==> src/rtl/fifo_ctrl.sv <==
// fifo_ctrl: synchronous FIFO controller that sits directly in front of
// dual_port_ram. It turns a push/pop handshake into RAM write/read strobes
// and addresses. It also keeps the wrapping pointers, the occupancy count,
// the status flags and the sticky error flags. The RAM's registered read
// data is passed back to the client, qualified by rd_valid.
module fifo_ctrl #(
  parameter int RAM_WIDTH  = 8,
  parameter int RAM_DEPTH  = 256,
  parameter int ADDR_WIDTH = 8,
  parameter int AF_LEVEL   = 240
) (
  input  logic                  clk,
  input  logic                  rst,
  // client push side
  input  logic                  wr_req,
  input  logic [RAM_WIDTH-1:0]  wr_data,
  // client pop side
  input  logic                  rd_req,
  output logic [RAM_WIDTH-1:0]  rd_data,
  output logic                  rd_valid,
  // status
  output logic                  full,
  output logic                  empty,
  output logic                  almost_full,
  output logic [ADDR_WIDTH:0]   count,
  output logic                  overflow,
  output logic                  underflow,
  input  logic                  clr_err,
  // RAM write port
  output logic                  ram_wr_en,
  output logic [ADDR_WIDTH-1:0] ram_wr_addr,
  output logic [RAM_WIDTH-1:0]  ram_data_in,
  // RAM read port
  output logic                  ram_rd_en,
  output logic [ADDR_WIDTH-1:0] ram_rd_addr,
  input  logic [RAM_WIDTH-1:0]  ram_data_out
);

  // count is one bit wider than the pointers, so a full FIFO (RAM_DEPTH)
  // is distinct from an empty one (0).
  localparam logic [ADDR_WIDTH:0] FULL_COUNT = (ADDR_WIDTH+1)'(RAM_DEPTH);
  localparam logic [ADDR_WIDTH:0] AF_COUNT   = (ADDR_WIDTH+1)'(AF_LEVEL);

  logic [ADDR_WIDTH-1:0] wr_ptr;
  logic [ADDR_WIDTH-1:0] rd_ptr;
  logic                  wr_acc;
  logic                  rd_acc;

  // The flags are decoded from the registered count. A push while full is
  // rejected even when a pop happens in the same cycle, and a pop while
  // empty is rejected even when a push happens in the same cycle.
  assign full        = (count == FULL_COUNT);
  assign empty       = (count == '0);
  assign almost_full = (count >= AF_COUNT);

  assign wr_acc = wr_req & ~full;
  assign rd_acc = rd_req & ~empty;

  // The RAM strobes are combinational, so the RAM acts in the same cycle as
  // the accepted request. The addresses are the current pointers.
  assign ram_wr_en   = wr_acc;
  assign ram_wr_addr = wr_ptr;
  assign ram_data_in = wr_data;
  assign ram_rd_en   = rd_acc;
  assign ram_rd_addr = rd_ptr;

  // The RAM already registers its read data, so it is passed straight through.
  assign rd_data = ram_data_out;

  // Write pointer: advances on each accepted push and wraps by natural
  // overflow. The RAM is outside this block and is never cleared: after a
  // reset its old contents are simply unreachable behind the pointers.
  always_ff @(posedge clk) begin
    // NOTE: sequential state uses non-blocking assignments, so every register
    // samples the pre-edge value of every other register.
    if (rst) begin
      wr_ptr <= '0;
    end else if (wr_acc) begin
      wr_ptr <= wr_ptr + 1'b1;
    end
  end

  // Read pointer: advances on each accepted pop and wraps by natural overflow.
  always_ff @(posedge clk) begin
    if (rst) begin
      rd_ptr <= '0;
    end else if (rd_acc) begin
      rd_ptr <= rd_ptr + 1'b1;
    end
  end

  // Occupancy: a push alone adds one, a pop alone removes one, and a push
  // with a pop in the same cycle leaves the count unchanged.
  always_ff @(posedge clk) begin
    if (rst) begin
      count <= '0;
    end else begin
      unique case ({wr_acc, rd_acc})
        2'b10:   count <= count + 1'b1;
        2'b01:   count <= count - 1'b1;
        default: count <= count;
      endcase
    end
  end

  // Read-data qualifier: the RAM presents the popped entry one cycle after
  // the pop. Reset wins, so a pop accepted during reset produces no rd_valid.
  always_ff @(posedge clk) begin
    if (rst) begin
      rd_valid <= 1'b0;
    end else begin
      rd_valid <= rd_acc;
    end
  end

  // Sticky overflow: set by a push attempted while full. When a set and
  // clr_err happen in the same cycle, the set wins.
  always_ff @(posedge clk) begin
    if (rst) begin
      overflow <= 1'b0;
    end else if (wr_req && full) begin
      overflow <= 1'b1;
    end else if (clr_err) begin
      overflow <= 1'b0;
    end
  end

  // Sticky underflow: set by a pop attempted while empty. When a set and
  // clr_err happen in the same cycle, the set wins.
  always_ff @(posedge clk) begin
    if (rst) begin
      underflow <= 1'b0;
    end else if (rd_req && empty) begin
      underflow <= 1'b1;
    end else if (clr_err) begin
      underflow <= 1'b0;
    end
  end

endmodule

==> config.mk <==
export PLATFORM = sky130hd
export DESIGN_NAME = fifo_ctrl
export DESIGN_NICKNAME = d
export VERILOG_FILES = /design/src/rtl/fifo_ctrl.sv
export SDC_FILE = /design/constraint.sdc
export NUM_CORES = 1
export LEC_CHECK = 0
export BUFFER_PORTS_ARGS = -buffer_cell sky130_fd_sc_hd__buf_2
export CAP_MARGIN = 20
export CORE_AREA = 5 5 60 67
export DETAILED_ROUTE_END_ITERATION = 10
export DIE_AREA = 0 0 65 72
export PLACE_DENSITY = 0.82
export SYNTH_ARGS = -nofsm -noshare
export SYNTH_HDL_FRONTEND = slang
export SYNTH_SLANG_ARGS = --single-unit
==> constraint.sdc <==
create_clock -name clk -period 7.8 [get_ports clk]
set_clock_uncertainty 0.15 [all_clocks]
set_input_delay 0.78 -clock clk [delete_from_list [all_inputs] [get_ports clk]]
set_output_delay 0.78 -clock clk [all_outputs]
set_load 0.05 [all_outputs]
==> results.sh <==
export IMPL_placedInstanceArea_sq_mm=0.00170
export IMPL_cap_violations=0
export IMPL_antenna_found_initial=0
export IMPL_synth_yosys_seq_area_share=0.348
export IMPL_core_area_sq_mm=0.00328
export IMPL_htreeDepth=1
export IMPL_drt_wl_total_mm=3.07
export IMPL_clkLatencyLatePin_ns=0.32
export IMPL_multiInputGateArea_sq_um=890
export IMPL_finalSetupViolCount=0
export IMPL_rsz0062_at_grt="no"
export IMPL_max_freq_mhz=273
export IMPL_remaining_drc_errors=0
export IMPL_first_pass_iters=4
export IMPL_worst_hold_slack_ns=0.357
export IMPL_cp_arrival_ns=3.74
export IMPL_io_buffers=37
export IMPL_power_density_mw_per_mm2=447
export IMPL_path_max_fanout=10
export IMPL_die_h_microns=72
export IMPL_drive_gt1_frac=0.245
export IMPL_start_util=0.492
export IMPL_cts_setup_buffers=0
export IMPL_cts_root_buf="clkbuf_4"
export IMPL_io_pins=70
export IMPL_clockBufferDepth=2
export IMPL_worstMarginPinSlew_ns=0.649
export IMPL_cp_end_kind="register"
export IMPL_vias=1311
export IMPL_synth_area_per_cell_sq_um=8.71
export IMPL_cts_resized=0
export IMPL_num_rows=22
export IMPL_yosys_cell_types_count=40
export IMPL_numCtsBuffers=3
export IMPL_p_leak_nw=0.831
export IMPL_drt_iter0_drc=65
export IMPL_netlist_area_sq_mm=0.00161
export IMPL_ys_top_cells_by_count="dfxtp_1 (28), nor2_1 (27), buf_4 (16)"
export IMPL_path_clk_slew_ns=0.14
export IMPL_synth_warnings=0
export IMPL_drtAntennaViolNets=0
export IMPL_grt_pass1_vias=1206
export IMPL_power_w=0.000771
export IMPL_synth_edff_count=0
export IMPL_diodes=0
export IMPL_async_flop_share=0
export IMPL_synth_area_top_cells="dfxtp_1 (35%), ha_1 (7.8%), buf_4 (7.5%)"
export IMPL_synthFlopType="dfxtp_1"
export IMPL_final_hold_viol_count=0
export IMPL_synth_top_area_frac=0.348
export IMPL_min_period_over_period=0.469
export IMPL_postSynthCellCount=185
export IMPL_grt_max_degree=35
export IMPL_grt_usage=0.137
export IMPL_min_period_ns=3.66
export IMPL_dp_hpwl_mm=2.34
export IMPL_final_area_sq_mm=0.00172
export IMPL_cts_tree="yes"
export IMPL_yosys_cell_count_top_type="dfxtp_1"
export IMPL_setup_tns_ns=0
export IMPL_maxSlewViolCount=0
export IMPL_critPathKind="reg2reg"
export IMPL_gp_congestion=0.800
export IMPL_ys_seq_elements=28
export IMPL_fillCellCount=321
export IMPL_status="complete, no violations"
export IMPL_crit_required_ns=7.88
export IMPL_die_area_sq_mm=0.00468
export IMPL_die_x_microns=65
export IMPL_worstSetupStartpointType="register"
export IMPL_cts_sinks=28
export IMPL_syn_to_final_growth_pct=6.99
export IMPL_relSlewSlack=0.565
export IMPL_synth_nets=217
export IMPL_ir_worst_vdd_mv=0.284
export IMPL_avgRoutedWirePerCell_microns=12.8
export IMPL_synth_area_leader_cell="dfxtp_1"
export IMPL_nets=238
export IMPL_hold_path_class="reg2reg"
export IMPL_seqCellArea_sq_um=561
export IMPL_grt_pass1_wl_mm=5.30
export IMPL_via_per_inst=5.46
export IMPL_cts_hold_buf=0
export IMPL_overflow=0
==> critical path, cell delays in order, from the launching register on <==
cell	delay [ns]
dfxtp_1	0.39
or4_1	0.60
o31ai_4	0.39
inv_4	0.09
ha_1	0.34
ha_1	0.41
a21o_1	0.20
a31o_2	0.25
o21ai_0	0.12
or3b_1	0.36
mux2_2	0.27
==> flip-flops by register name, summed over array words and instances (netlist names) <==
signal / count
ram_rd_addr: 8
underflow: 1
rd_valid: 1
overflow: 1
count: 9
ram_wr_addr: 8
==> stage by stage <==
stage	cells	utilization	setup WS (ns)
2_1_floorplan	185	-	3.46
3_3_place_gp	237	0.519	4.10
5_1_grt	240	0.526	3.86
3_5_place_dp	237	0.519	4.05
4_1_cts	240	0.526	4.11
6_report	240	0.526	4.14
==> layout by cell type (no fill, tap or decap) <==
cell / netlist / routed
a21o_1: 3 / 3
a21oi_1: 10 / 10
a311oi_1: 1 / 1
a31o_2: 1 / 1
a31oi_1: 2 / 2
a41o_2: 1 / 1
and3_1: 1 / 1
buf_2: 1 / 37
clkbuf_4: 0 / 3
dfxtp_1: 28 / 28
fa_1: 1 / 1
ha_1: 10 / 10
inv_1: 4 / 4
inv_4: 1 / 1
mux2_2: 1 / 1
mux2i_1: 5 / 5
nand2_1: 14 / 14
nand3_1: 5 / 5
nand3b_1: 1 / 1
nand4_1: 4 / 4
nand4_2: 1 / 1
nor2_1: 27 / 27
nor2b_1: 2 / 2
nor3_1: 4 / 4
nor3b_1: 1 / 1
nor4_1: 4 / 4
o211ai_1: 1 / 1
o21ai_0: 5 / 5
o21ba_2: 1 / 1
o31ai_1: 1 / 1
o31ai_4: 1 / 1
or3_2: 1 / 1
or3b_1: 1 / 1
or4_1: 1 / 1
or4_4: 1 / 1
or4b_2: 1 / 1
xnor2_1: 8 / 8
xor2_1: 10 / 10
==> final cells by class <==
cell class	instances	share of cell area
flip-flops and latches	28	0.325
multi-input cells	131	0.516
inverters	5	0.0123
clock buffers	3	0.0131
repair buffers	37	0.107
well taps	36	0.0261
==> routing by layer <==
metal | GRT usage | vias to the layer above | wire length [microns]
met5 | 0 | - | 0
met4 | 0.0587 | 0 | 71
met3 | 0.0217 | 10 | 174
met2 | 0.225 | 34 | 1390
met1 | 0.177 | 598 | 1430
li1 | - | 669 | -
==> power by group <==
| group | internal (W) | total (W) | switching, W |
|---|---|---|---|
| sequential | 0.000173 | 0.000213 | 0.0000399 |
| combinational | 0.000155 | 0.000500 | 0.000345 |
| clock | 0.0000181 | 0.0000575 | 0.0000394 |
| total | 0.000346 | 0.000771 | 0.000424 |
==> kinds of logic after synthesis <==
family	after synthesis	synth area share
flip-flops	28	0.348
AO/OA/AOI/OAI	27	0.115
multiplexers	6	0.0380
adder cells (fa/ha/maj)	11	0.0901
buffers and inverters	26	0.100
AND/OR/NAND/NOR	69	0.211
XOR/XNOR	18	0.0978
==> path summary, 6_finish.rpt <==
path | slack [ns] | depth (start not counted) | to | from
max | 4.14 | 10 | count[8]$_SDFFE_PP0P_ | count[0]$_SDFFE_PP0P_
min | 0.36 | 2 | ram_rd_addr[1]$_SDFFE_PP0P_ | ram_rd_addr[1]$_SDFFE_PP0P_
max reg2reg | 4.14 | 10 | count[8]$_SDFFE_PP0P_ | count[0]$_SDFFE_PP0P_
min reg2reg | 0.36 | 2 | ram_rd_addr[1]$_SDFFE_PP0P_ | ram_rd_addr[1]$_SDFFE_PP0P_
No activity file was read; power rests on OpenSTA's default activity.
